File: src/rtl/note_sequencer.sv
// rtl/note_sequencer.sv - two-voice 8-step score player with per-step articulation gap
module note_sequencer #(
  parameter int TICKS_PER_STEP = 3_000_000,
  parameter int GAP_CYCLES     = 120_000
) (
  input  logic        clk,
  input  logic        rst,
  input  logic        start_stop,
  input  logic        loop_ena,
  output logic [11:0] channel1_pitch,
  output logic [11:0] channel2_pitch,
  output logic        channel1_ena,
  output logic        channel2_ena,
  output logic        playing,
  output logic [2:0]  step_idx
);

  localparam int CW = $clog2(TICKS_PER_STEP);
  localparam logic [CW-1:0] NOTE_LAST = CW'(TICKS_PER_STEP - GAP_CYCLES - 1);
  localparam logic [CW-1:0] STEP_LAST = CW'(TICKS_PER_STEP - 1);

  typedef enum logic [1:0] {
    S_IDLE = 2'd0,
    S_NOTE = 2'd1,
    S_GAP  = 2'd2
  } state_t;

  state_t        r_state;
  state_t        w_state_nx;
  logic [CW-1:0] r_cnt;
  logic [CW-1:0] w_cnt_nx;
  logic [2:0]    r_step;
  logic [2:0]    w_step_nx;
  logic          r_ss_q;
  logic          w_rise;
  logic [11:0]   w_rom1;
  logic [11:0]   w_rom2;
  logic [11:0]   w_p1_nx;
  logic [11:0]   w_p2_nx;
  logic          w_e1_nx;
  logic          w_e2_nx;
  logic          w_play_nx;

  assign w_rise = start_stop & ~r_ss_q;

  // Score ROM lookup for the step that will be sounding next cycle
  always_comb begin
    w_rom1 = 12'd0;
    w_rom2 = 12'd0;
    case (w_step_nx)
      3'd0: begin w_rom1 = 12'd178; w_rom2 = 12'd44; end
      3'd1: begin w_rom1 = 12'd178; w_rom2 = 12'd52; end
      3'd2: begin w_rom1 = 12'd0;   w_rom2 = 12'd35; end
      3'd3: begin w_rom1 = 12'd178; w_rom2 = 12'd44; end
      3'd4: begin w_rom1 = 12'd0;   w_rom2 = 12'd0;  end
      3'd5: begin w_rom1 = 12'd52;  w_rom2 = 12'd35; end
      3'd6: begin w_rom1 = 12'd178; w_rom2 = 12'd0;  end
      default: begin w_rom1 = 12'd0; w_rom2 = 12'd44; end
    endcase
  end

  // Next state, step and tick count; a start/stop rise always wins over stepping
  always_comb begin
    w_state_nx = r_state;
    w_step_nx  = r_step;
    w_cnt_nx   = r_cnt;
    case (r_state)
      S_IDLE: begin
        if (w_rise) begin
          w_state_nx = S_NOTE;
          w_step_nx  = 3'd0;
          w_cnt_nx   = '0;
        end
      end
      S_NOTE: begin
        if (w_rise) begin
          w_state_nx = S_IDLE;
          w_step_nx  = 3'd0;
          w_cnt_nx   = '0;
        end else begin
          w_cnt_nx = r_cnt + 1'b1;
          if (r_cnt == NOTE_LAST) begin
            w_state_nx = S_GAP;
          end
        end
      end
      S_GAP: begin
        if (w_rise) begin
          w_state_nx = S_IDLE;
          w_step_nx  = 3'd0;
          w_cnt_nx   = '0;
        end else if (r_cnt == STEP_LAST) begin
          w_cnt_nx = '0;
          if (r_step != 3'd7) begin
            w_state_nx = S_NOTE;
            w_step_nx  = r_step + 3'd1;
          end else if (loop_ena) begin
            w_state_nx = S_NOTE;
            w_step_nx  = 3'd0;
          end else begin
            w_state_nx = S_IDLE;
            w_step_nx  = 3'd0;
          end
        end else begin
          w_cnt_nx = r_cnt + 1'b1;
        end
      end
      default: begin
        w_state_nx = S_IDLE;
        w_step_nx  = 3'd0;
        w_cnt_nx   = '0;
      end
    endcase
  end

  // Output values derived from the upcoming state so the ports can be registered
  always_comb begin
    w_play_nx = (w_state_nx != S_IDLE);
    w_p1_nx   = w_play_nx ? w_rom1 : 12'd0;
    w_p2_nx   = w_play_nx ? w_rom2 : 12'd0;
    w_e1_nx   = (w_state_nx == S_NOTE) && (w_rom1 != 12'd0);
    w_e2_nx   = (w_state_nx == S_NOTE) && (w_rom2 != 12'd0);
  end

  // State, counter, edge-detect and output registers
  always_ff @(posedge clk) begin
    if (rst) begin
      r_state        <= S_IDLE;
      r_cnt          <= '0;
      r_step         <= 3'd0;
      r_ss_q         <= 1'b1;
      channel1_pitch <= 12'd0;
      channel2_pitch <= 12'd0;
      channel1_ena   <= 1'b0;
      channel2_ena   <= 1'b0;
      playing        <= 1'b0;
      step_idx       <= 3'd0;
    end else begin
      r_state        <= w_state_nx;
      r_cnt          <= w_cnt_nx;
      r_step         <= w_step_nx;
      r_ss_q         <= start_stop;
      channel1_pitch <= w_p1_nx;
      channel2_pitch <= w_p2_nx;
      channel1_ena   <= w_e1_nx;
      channel2_ena   <= w_e2_nx;
      playing        <= w_play_nx;
      step_idx       <= w_step_nx;
    end
  end

endmodule

File: config.mk
export PLATFORM = sky130hd
export DESIGN_NAME = note_sequencer
export DESIGN_NICKNAME = d
export VERILOG_FILES = /design/src/rtl/note_sequencer.sv
export SDC_FILE = /design/constraint.sdc
export NUM_CORES = 1
export LEC_CHECK = 0
export CAP_MARGIN = 20
export CORE_AREA = 4 4 81 83
export DETAILED_ROUTE_END_ITERATION = 10
export DIE_AREA = 0 0 85 87
export PLACE_DENSITY = 0.72
export SYNTH_ARGS = -nofsm -noshare
export SYNTH_HDL_FRONTEND = slang
export SYNTH_SLANG_ARGS = --single-unit
File: constraint.sdc
create_clock -name clk -period 1.8 [get_ports clk]
set_input_delay 0.27 -clock clk [delete_from_list [all_inputs] [get_ports clk]]
set_output_delay 0.27 -clock clk [all_outputs]
set_load 0.01 [all_outputs]
## After elaboration in Yosys (flattened, before gate mapping)

Cells that the tools add are included.

- $add $sub $neg: 2
- Equal/unequal tests: 13
- Mux-type cells: 20
- Bitwise operators: 3
- Reductions and logical operators: 12

Operators with widths:

| operator | count |
|---|---|
| 2-to-1 mux 22 bit | 4 |
| case mux 22 bit (3 select lines) | 1 |
| == test 22 bit (second input constant) | 2 |
| nonzero test 12 bit | 2 |
| adder 22 x 1 -> 22 bit (second input constant) | 1 |
| case mux 6 bit (3 select lines) | 1 |
| case mux 8 bit (2 select lines) | 1 |
| 2-to-1 mux 3 bit | 4 |
| 2-to-1 mux 2 bit | 5 |
| == test 3 bit (second input constant) | 3 |
| OR reduction 2 bit | 4 |
| == test 3 x 2 -> 1 bit (second input constant) | 2 |
| case mux 2 bit (3 select lines) | 1 |
| case mux 3 bit (2 select lines) | 1 |
| == test 2 x 1 -> 1 bit (second input constant) | 2 |
| OR reduction 4 bit | 1 |
| adder 3 x 1 -> 3 bit (second input constant) | 1 |
| == test 3 x 1 -> 1 bit (second input constant) | 1 |
| logical NOT 3 bit | 1 |
| inequality test 3 bit (second input constant) | 1 |
| == test 2 bit (second input constant) | 1 |
| logical AND 1 bit | 2 |
| logical NOT 2 bit | 1 |
| 2-to-1 mux 1 bit | 2 |
| 4 further kinds | 5 |

- Register bits: 55
- Bits of input ports: 4
- Output and inout port bits: 30
- Logic and storage cells: 59

## Longest topological paths before layout

Gate-level depths: netlist of the first run.

- Depth in word-level cells: 10
- Depth in mapped cells: 8
- Depth with buffers taken out: 8

## Worst setup path before layout of the first run

OpenSTA, ideal clock, no wires.

- Kind: flip-flop to flip-flop
- From: register r_state[0]
- To: register channel1_ena
- Setup time: 0.131 ns
- Data arrival time: 1.839 ns
- Path slack: -0.170 ns
- Cell stages (with the launch flop): 9
- Period minus slack after synthesis: 1.970 ns
- Cell sequence: dfxtp_1 -> inv_1 -> ha_1 -> or2_2 -> o21ai_0 -> a31oi_1 -> or2_1 -> nor4_2 -> nor4_1

- Word-level cells in the longest chain between the ends: 8
- Elaborated cells on any way between the ends: 21
- Classes of those cells: eq/ne: 7; mux: 8; reduce/logical: 6

Ends and longest elaborated chain:

| element | line | source |
|---|---|---|
| start, declared | 28 | `state_t r_state;` |
| start signal, assigned | 139 | `r_state <= w_state_nx;` |
| == test 2 x 1 -> 1 bit / logical NOT 2 bit (equally long branches) | 67 | `case (r_state)` |
| OR reduction 2 bit (no line) | - |  |
| case mux 3 bit (2 select lines) | 67 |  |
| == test 3 bit, or another cell as far along | 50 | `case (w_step_nx)` |
| OR reduction 4 bit (no line) | - |  |
| case mux 8 bit (2 select lines) | 50 |  |
| nonzero test 12 bit | 121 | `w_e1_nx = (w_state_nx == S_NOTE) && (w_rom1 != 12'd0);` |
| logical AND 1 bit * | 121 |  |
| end signal, assigned | 145 | `channel1_ena <= w_e1_nx;` |
| end, declared | 12 | `output logic channel1_ena,` |

Mark *: on every way between the ends. The rest lies on a longest branch, timed or not.
A chain may end at the register's enable or synchronous reset.

## Final worst setup path of the first run

- From: register r_cnt[20]
- To: register channel2_pitch[4]

- Word-level cells in the longest chain between the ends: 7
- Elaborated cells on any way between the ends: 21
- Classes of those cells: eq/ne: 7; mux: 9; bitwise: 1; reduce/logical: 4

Ends and longest elaborated chain:

| element | line | source |
|---|---|---|
| start, declared | 30 | `logic [CW-1:0] r_cnt;` |
| start signal, assigned | 140 | `r_cnt <= w_cnt_nx;` |
| == test 22 bit (on tied branches) | 92, 82 |  |
| 2-to-1 mux 3 bit, or another cell as far along | 92 | `end else if (r_cnt == STEP_LAST) begin` |
| 2-to-1 mux 3 bit, or another cell as far along | 88 | `if (w_rise) begin` |
| case mux 3 bit (2 select lines) / case mux 2 bit (3 select lines) (equally long branches) | 67 |  |
| == test 3 bit, or another cell as far along | 50 |  |
| OR reduction 2 bit (no line) / inverter 1 bit (equally long branches) | - |  |
| case mux 6 bit (3 select lines) / OR reduction 2 bit (equally long branches) | - |  |
| end signal, assigned | 144 | `channel2_pitch <= w_p2_nx;` |
| end, declared | 11 | `output logic [11:0] channel2_pitch,` |

Parallel ways exist; a longest one is shown, timed or not.

==> run_results.csv, run 1 <==
group,metric,value,unit
synth,synthTopCellsByArea,"dfxtp_1 (35%), buf_4 (6.3%), nor2_1 (5.8%)",
synth,avgSynthCellArea,9.09,um^2
timing,period_needed,2.00,ns
drt,wire_per_inst,14.9,um
timing,hold_viol_final,0,
floorplan,dieHeight,87,um
critical_path,worstSetupPathType,"flop to flop",
floorplan,die_x,85,um
timing,rsz0062_at_grt,"true",
critical_path,worstSetupStartpointType,"flop",
pwr,power_frac_comb,10.4,%
critical_path,arrival,2.24,ns
critical_path,cp_num_buf_inv,1,
floorplan,fp.dieArea,7400,um^2
critical_path,end_kind,"flop",
global_routing,grt_pass1_wl,10400,um
floorplan,start_util,38.5,%
cells_and_area,drive_above_1_share,46.8,%
worst_hold_path,hold_class,"flop to flop",
clocking,path_clk_slew,0.09,ns
synth,synth_most_common_cell,"dfxtp_1",
outcome,violations,"setup timing",
synth,synth-edff-count,0,
drt,drt_iter0_markers,69,
critical_path,crit_chain,"nor4bb_4 > nand2_2 > buf_6 > nor3_4 > nor2_2 > or4_4 > nor3b_2",
timing,setup_ws,-0.198,ns
place,place_congestion,0.878,
global_routing,antenna_found_initial,0,
pwr,p_total,1.85,mW
pwr,p_sw,0.460,mW
synth,ys_top_cells_by_count,"dfxtp_1 (39), nor2_1 (35), buf_4 (19)",
pwr,pwr-share-seq,47.8,%
cells_and_area,antennaDiodeCount,0,
drt,vias_per_cell,5.15,
global_routing,grt_pass1_vias,2211,
clocking,cts_tree,"done",
cells_and_area,syn_to_final_growth,53.4,%
synth,synthFlopType,"dfxtp_1",
worst_hold_path,min_from,"r_cnt[7]",
clocking,cts_sinks,39,
synth,synth_top_area_share,34.6,%
worst_hold_path,hold_path_end,"r_cnt[7]",
drt,first_pass_iters,4,
floorplan,rows,28,
floorplan,core_area,5850,um^2
place,pre_cts_ws,-0.485,ns
critical_path,rrSetupSlack,-0.20,ns
pwr,p_leak,1.36,nW
critical_path,cp_slowest_cell,"or4_4",
critical_path,rr_startpoint,"r_cnt[20]",
timing,fin_skew,0.0135,ns
global_routing,grt-ovfl-total,0,
global_routing,track_usage,17.4,%
pwr,p_clk_share,41.8,%
worst_hold_path,hold_path_depth,2,
clocking,ctsLongestPathBuffers,2,
drt,ant_nets,0,
synth,synth_top_area_cell,"dfxtp_1",
synth,synth_area,2250,um^2
critical_path,r2r_cells,7,
clocking,root_buffer,"clkbuf_8",
floorplan,io_pins,34,
pwr,p_sw_share,24.9,%
timing,max_freq,501,MHz
cells_and_area,stdcell_area,3460,um^2
cells_and_area,layout.cells.non_filler,421,
job,drv_cap,0,
timing,finalCritPeriodShare,111,%
outcome,status,"complete, but fails checks",
place,detailed_place_hpwl,4350,um
place,io_buffers,20,
critical_path,max_stage_delay,0.51,ns
synth,yosys.cell_types.count,55,
cells_and_area,fin_nets,356,
clocking,cts_made_buffers,5,
synth,postSynthCellCount,248,
drt,drt-total-wl,6270,um
critical_path,required,2.04,ns
timing,drv_slew,0,
place,place_inst,403,
synth,synth_seq_cells,39,
pwr,p_int,1.39,mW
pwr,power_density,534,nW/um^2
drt,remaining_drc_errors,0,
synth,yosys_warnings,0,
timing,setup_viol,30,
drt,dr_total_vias,2167,
pwr,irDropWorstVdd,254,uV
critical_path,worstPathMaxFanout,3,
timing,timing.hold.ws,0.565,ns
place,place_area,3050,um^2
critical_path,reg2reg_to,"channel2_pitch[4]",
critical_path,crit_family,"simple AND/OR/NAND/NOR gates",
global_routing,grt_max_degree,15,
synth,yosysSeqAreaShare,34.6,%
clocking,cts_max_level,2,
synth,ys_async_sr_fraction,0,%
clocking,clock_latency,0.30,ns
==> worst reg2reg max path: stages (launching register included) <==
cell and delay (ns):
dfxtp_2 0.35, nor4bb_4 0.36, nand2_2 0.15, buf_6 0.15
nor3_4 0.20, nor2_2 0.07, or4_4 0.51, nor3b_2 0.16
==> registers in the layout, indices dropped and copies added, names as in the netlist <==
name and cells:
r_state 2, r_ss_q 1, channel2_pitch 5, channel1_pitch 3, channel1_ena 1, channel2_ena 1
r_step 3, playing 1, r_cnt 22
==> kinds of logic (layout without fill, tap and decap cells) <==
family / Yosys count / in the layout / synth area share (%)
mux: 6 / 6 / 2.89
xor+xnor: 17 / 17 / 6.61
simple gates: 122 / 122 / 32.7
fa+ha+maj: 7 / 7 / 3.89
other cells: 1 / 13 / 0.166
flops: 39 / 39 / 34.6
buf+inv: 30 / 116 / 8.61
compound gates: 26 / 26 / 10.5
==> routing by layer <==
layer / wire length, um / track usage [%]
met3: 267 / 3.78
met1: 2520 / 19.6
met4: 158 / 6.04
met2: 3330 / 32.4
met5: 0 / 0
==> timing repair <==
item | 4_1_cts | 5_1_grt
hold buffers | 0 | 0
resized for setup | 30 | 23
setup endpoints to repair | 33 | 34
pin swaps | 8 | 11
setup buffers | 6 | 4
==> how the worst max path moves through the flow <==
| stage | start | to | cells after the start |
|---|---|---|---|
| 6_report | r_cnt[20] | channel2_pitch[4] | 7 |
| 2_1_floorplan | r_cnt[6] | channel2_pitch[1] | 7 |
| 3_3_place_gp | start_stop | channel1_ena | 7 |
| 3_5_place_dp | start_stop | channel1_ena | 7 |
| 4_1_cts | r_cnt[13] | channel2_pitch[4] | 7 |
| 5_1_grt | r_cnt[7] | channel2_pitch[4] | 7 |
==> cells in the final DEF (no fill, tap or decap), drive strengths merged, types with 2 or more instances in the layout <==
master         count
nand4              9
a21o               2
inv                7
a31oi              3
ha                 7
o21ai              4
nor2              36
and4               6
nand2b             2
nor4b              3
buf               82
nor3b              3
clkdlybuf4s50     20
and3               5
xnor2              9
a21oi              7
and2               6
mux2i              5
conb              13
or2                3
dfxtp             39
clkbuf             5
nand3              8
a211oi             2
nand2             17
xor2               8
nor4               7
nor3               9
==> power groups by stage <==
| stage | sequential (mW) | combinational [mW] | clock (mW) |
|---|---|---|---|
| 6_report | 0.882 | 0.192 | 0.772 |
| 5_1_grt | 0.885 | 0.206 | 0.822 |
| 4_1_cts | 0.882 | 0.186 | 0.779 |
| 3_5_place_dp | 0.902 | 0.172 | 0 |
| 3_3_place_gp | 0.902 | 0.170 | 0 |
| 2_1_floorplan | 0.909 | 0.108 | 0 |
==> cell type report <==
class | count | area, um^2
Inverter | 6 | 22.5
Fill cell | 473 | 2390
Sequential cell | 39 | 797
Multi-Input combinational cell | 191 | 1580
Timing Repair Buffer | 102 | 851
Clock inverter | 3 | 46.3
Tap cell | 75 | 93.8
Clock buffer | 5 | 68.8
==> through the flow <==
stage	utilization, %	TNS, ns
6_report	59.1	-3.82
3_5_place_dp	52.2	-6.14
5_1_grt	59.1	-7.68
4_1_cts	56.8	-4.13
2_1_floorplan	-	-0.805
3_3_place_gp	52.2	-5.27
Power figures use the tool's default switching activity.
==> run 2, diff against run 1 <==
DONT_BUFFER_PORTS = 1   (was not set)
PLACE_DENSITY = 0.65   (was 0.72)
==> run 2 against run 1 <==
Against the previous run:
- the run still ends with setup timing left
- die area stayed put
- first-iteration DRC count is 55% higher
- fmax is 1.4% lower
- clock power is 22% lower
- critical path type unchanged
- flip-flop and latch count stayed put
- non-clock buffer count is 26 lower
- largest cell class unchanged
- clock skew is 0.0073 ns lower
- via count is 6.7% lower
- clock-buffer cell count stayed put
- power is 11% lower
- core utilization is 4.3 points lower
==> run_results.csv, run 2 (same netlist as run 1, synthesis figures left out) <==
group,metric,value,unit
worst_hold_path,min_from,"rst",
pwr,pwr-share-seq,54.2,%
clocking,hold_buffers,0,
cells_and_area,top_register,"r_cnt",
cells_and_area,fin_util,54.8,%
pwr,p_int,1.21,mW
critical_path,arrival,2.21,ns
cells_and_area,largest_reg_flops,22,
cells_and_area,layout_common_cells,"buf_4 (67), nor2_1 (31), dfxtp_1 (26), nand2_1 (16), conb_1 (13)",
floorplan,rows,28,
clocking,ctsLongestPathBuffers,2,
cells_and_area,largest_registers,"r_cnt x22, channel2_pitch x5",
floorplan,core_area,5850,um^2
global_routing,grt_pass1_wl,9410,um
floorplan,dieHeight,87,um
critical_path,r2r_cells,8,
drt,remaining_drc_errors,0,
pwr,power_frac_comb,8.8,%
cells_and_area,fin_nets,331,
critical_path,crit_start,"r_cnt[8]",
timing,setup_ws,-0.225,ns
place,place_area,2820,um^2
cells_and_area,syn_to_final_growth,42.3,%
drt,ant_nets,0,
timing,hold_viol_final,0,
place,place_congestion,0.889,
worst_hold_path,hold_class,"input port to flop",
cells_and_area,antennaDiodeCount,0,
pwr,p_total,1.64,mW
timing,finalCritPeriodShare,113,%
global_routing,grt-ovfl-total,0,
critical_path,rr_startpoint,"r_cnt[8]",
global_routing,grt_pass1_vias,2021,
floorplan,fp.dieArea,7400,um^2
critical_path,worstSetupPathType,"flop to flop",
drt,drt-total-wl,5790,um
place,detailed_place_hpwl,4170,um
timing,rsz0062_at_grt,"true",
global_routing,grt_max_degree,14,
critical_path,worstSetupStartpointType,"flop",
pwr,p_sw_share,26.1,%
job,drv_cap,0,
outcome,status,"complete, but fails checks",
global_routing,track_usage,16.0,%
place,io_buffers,0,
clocking,cts_sinks,39,
cells_and_area,multi_input_area,1590,um^2
cells_and_area,drive_above_1_share,48.6,%
cells_and_area,final_common_cell,"buf_4",
timing,fin_skew,0.00616,ns
timing,max_freq,494,MHz
drt,vias_per_cell,5.10,
clocking,cts_tree,"done",
critical_path,end_kind,"flop",
pwr,irDropWorstVdd,351,uV
pwr,p_leak,1.28,nW
drt,first_pass_iters,4,
critical_path,worstPathMaxFanout,5,
drt,dr_total_vias,2021,
timing,drv_slew,0,
pwr,p_sw,0.428,mW
timing,period_needed,2.03,ns
clocking,cts_max_level,2,
drt,drt_iter0_markers,107,
clocking,clock_latency,0.30,ns
critical_path,required,1.99,ns
floorplan,die_x,85,um
pwr,power_density,510,nW/um^2
drt,wire_per_inst,14.6,um
clocking,path_clk_slew,0.08,ns
place,pre_cts_ws,-0.292,ns
floorplan,io_pins,34,
pwr,p_clk_share,37.0,%
clocking,root_buffer,"clkbuf_8",
timing,fin_tns_setup,-2.92,ns
worst_hold_path,hold_path_depth,1,
cells_and_area,fill_cells,492,
global_routing,antenna_found_initial,0,
clocking,cts_made_buffers,5,
critical_path,rrSetupSlack,-0.23,ns
outcome,violations,"setup timing",
cells_and_area,stdcell_area,3210,um^2
cells_and_area,seq_area,800,um^2
timing,setup_viol,28,
floorplan,start_util,38.5,%
[run 2: worst max-delay path: stages (launching register included)]
cell	delay [ns]
dfxtp_4	0.36
nor4b_4	0.28
nand4_1	0.19
buf_6	0.18
o41ai_4	0.32
o32ai_4	0.18
buf_6	0.15
nor2_4	0.17
nor3_1	0.08
[run 2: area by class of cell]
class | instances | area share [%]
Sequential cell | 39 | 24.9
Timing Repair Buffer | 76 | 19.1
Clock buffer | 5 | 2.15
Tap cell | 75 | 2.93
Clock inverter | 3 | 0.625
Multi-Input combinational cell | 192 | 49.5
Inverter | 6 | 0.703
[run 2: metrics by stage]
stage               instances  hold slack [ns]
floorplan                 260            0.377
global placement          379            0.340
detailed placement        379            0.346
CTS                       394           0.0246
global route              396           0.0212
finish                    396           0.0347
[run 2: path summary, 6_finish.rpt]
check,endpoint
setup / recovery,channel1_pitch[2]
hold / removal,r_step[0]
setup reg to reg,channel1_pitch[2]
hold reg to reg,r_cnt[17]
[run 2: what timing repair did]
action                                  4_1_cts  5_1_grt
buffers inserted                              7        3
endpoints found under the setup margin       33       35
gates resized for setup                      41       14
pin swaps                                     7        8
cloned                                        1        0
[run 2: routing by layer]
layer | wire (um) | track usage [%] | up-vias | part of all wire [%]
met3 | 286 | 3.31 | 10 | 4.9
li1 | - | - | 992 | -
met1 | 2440 | 18.6 | 974 | 42
met2 | 2980 | 29.2 | 45 | 51
met4 | 89 | 5.18 | 0 | 1.5
met5 | 0 | 0 | - | 0
[run 2: power by group through the flow]
| stage | registers, mW | logic, mW | clock network [mW] |
|---|---|---|---|
| after floorplan | 0.909 | 0.108 | 0 |
| after global placement | 0.910 | 0.124 | 0 |
| after detailed placement | 0.910 | 0.125 | 0 |
| after CTS | 0.889 | 0.141 | 0.622 |
| after global routing | 0.889 | 0.156 | 0.649 |
| final | 0.887 | 0.143 | 0.605 |
==> run 3, diff against run 2 <==
TNS_END_PERCENT = 1   (was not set)
==> run 3 against run 2 <==
Against the previous run:
- the run still ends with setup timing left
- via count hardly changed
- clock skew is 0.00084 ns lower
- first-iteration DRC count is 11% higher
- clock power is 10% higher
- critical path type unchanged
- largest cell class unchanged
- largest power group unchanged
==> run_results.csv, run 3 (same netlist as run 1, synthesis figures left out) <==
group,metric,value,unit
timing,finalCritPeriodShare,111,%
worst_hold_path,min_from,"rst",
cells_and_area,antennaDiodeCount,0,
place,place_congestion,0.905,
cells_and_area,largest_registers,"r_cnt x22, channel2_pitch x5",
cells_and_area,final_common_cell,"buf_4",
clocking,root_buffer,"clkbuf_8",
floorplan,io_pins,34,
critical_path,required,2.03,ns
floorplan,die_x,85,um
pwr,power_density,539,nW/um^2
critical_path,max_stage_delay,0.50,ns
drt,dr_total_vias,2022,
timing,period_needed,1.99,ns
clocking,cts_tree,"done",
floorplan,start_util,38.5,%
drt,ant_nets,0,
global_routing,grt-ovfl-total,0,
clocking,path_clk_slew,0.08,ns
floorplan,core_area,5850,um^2
cells_and_area,fill_cells,503,
outcome,status,"complete, but fails checks",
job,drv_cap,0,
cells_and_area,stdcell_area,3120,um^2
timing,max_freq,501,MHz
cells_and_area,layout.cells.non_filler,392,
place,detailed_place_hpwl,4140,um
place,place_inst,373,
floorplan,fp.dieArea,7400,um^2
critical_path,worstSetupPathType,"flop to flop",
global_routing,grt_pass1_vias,1981,
clocking,cts_sinks,39,
timing,fin_tns_setup,-2.43,ns
cells_and_area,fin_nets,327,
drt,drt-total-wl,5950,um
place,place_area,2750,um^2
global_routing,grt_max_degree,14,
critical_path,worstPathMaxFanout,3,
floorplan,dieHeight,87,um
timing,hold_viol_final,0,
clocking,hold_buffers,0,
timing,drv_slew,0,
global_routing,antenna_found_initial,0,
drt,vias_per_cell,5.16,
worst_hold_path,hold_class,"input port to flop",
pwr,irDropWorstVdd,400,uV
outcome,violations,"setup timing",
timing,rsz0062_at_grt,"true",
cells_and_area,syn_to_final_growth,38.6,%
timing,slew_headroom,64.5,%
global_routing,track_usage,16.4,%
timing,fin_skew,0.00532,ns
critical_path,crit_start,"r_cnt[13]",
cells_and_area,top_register,"r_cnt",
clocking,clock_latency,0.30,ns
global_routing,grt_pass1_wl,9670,um
clocking,ctsLongestPathBuffers,2,
cells_and_area,layout_common_cells,"buf_4 (67), nor2_1 (34), dfxtp_1 (29), nand2_1 (15), conb_1 (13)",
timing,setup_viol,31,
place,io_buffers,0,
timing,worstMarginPinSlew,0.531,ns
drt,wire_per_inst,15.2,um
floorplan,rows,28,
critical_path,arrival,2.22,ns
critical_path,rr_startpoint,"r_cnt[13]",
critical_path,cp_slowest_cell,"or4_4",
cells_and_area,largest_reg_flops,22,
timing,setup_ws,-0.195,ns
drt,drt_iter0_markers,119,
pwr,p_leak,1.26,nW
drt,remaining_drc_errors,0,
critical_path,end_kind,"flop",
clocking,cts_made_buffers,5,
pwr,p_total,1.69,mW
critical_path,worstSetupStartpointType,"flop",
clocking,cts_max_level,2,
drt,first_pass_iters,4,
cells_and_area,drive_above_1_share,44.8,%
critical_path,crit_chain,"nor4b_4 > nand4_1 > nor3_2 > nor2_1 > or4_4 > nor3b_2",
run 3: cell types whose count changed in the layout (fill, tap and decap cells not counted), sizes merged:
cell and delta:
buf -4, clkbuf +3, clkinv -1, clkinvlp -2
run 3: metrics by stage:
stage / util (%) / setup slack, ns / hold slack, ns
after floorplan: - / -0.110 / 0.377
after global placement: 47.0 / -0.318 / 0.338
after detailed placement: 47.0 / -0.305 / 0.338
after CTS: 51.0 / -0.279 / 0.0285
after global routing: 53.4 / -0.283 / 0.0246
final: 53.4 / -0.195 / 0.0306
run 3: worst max-delay path: cells and delay by family (launching register included):
kind	cells	cell delay [ns]
simple gates	6	1.58
flops	1	0.34
run 3: layout make-up:
cell class	instances	area (um^2)	area share (%)
multi-input cells	192	1550	49.5
clock buffers	8	100	3.20
inverters	6	22.5	0.721
flip-flops and latches	39	793	25.4
repair buffers	72	568	18.2
well taps	75	93.8	3.00
run 3: layer usage:
layer  routed length [um]  up-vias  track usage, %
met5                    0        -               0
met4                  191        0            8.20
met3                  401       19            3.60
met2                 2810       74            26.8
met1                 2540      939            20.5
li1                     -      990               -
run 3: power by group:
group	leakage, nW	switching [mW]	internal, mW
sequential	0.321	0.0128	0.877
combinational	0.888	0.0766	0.0518
clock	0.0515	0.317	0.350
total	1.26	0.406	1.28
run 3: worst paths after layout:
check	slack, ns	end	depth (start not counted)
setup / recovery	-0.19	channel2_pitch[4]	6
hold / removal	0.03	r_step[1]	1
setup reg to reg	-0.19	channel2_pitch[4]	6
hold reg to reg	0.58	r_cnt[7]	2
run 3: what timing repair did:
action,4_1_cts,5_1_grt
endpoints found under the setup margin,34,36
gates resized for setup,22,23
buffers inserted,6,4
pin swaps,10,12
gates cloned,1,0
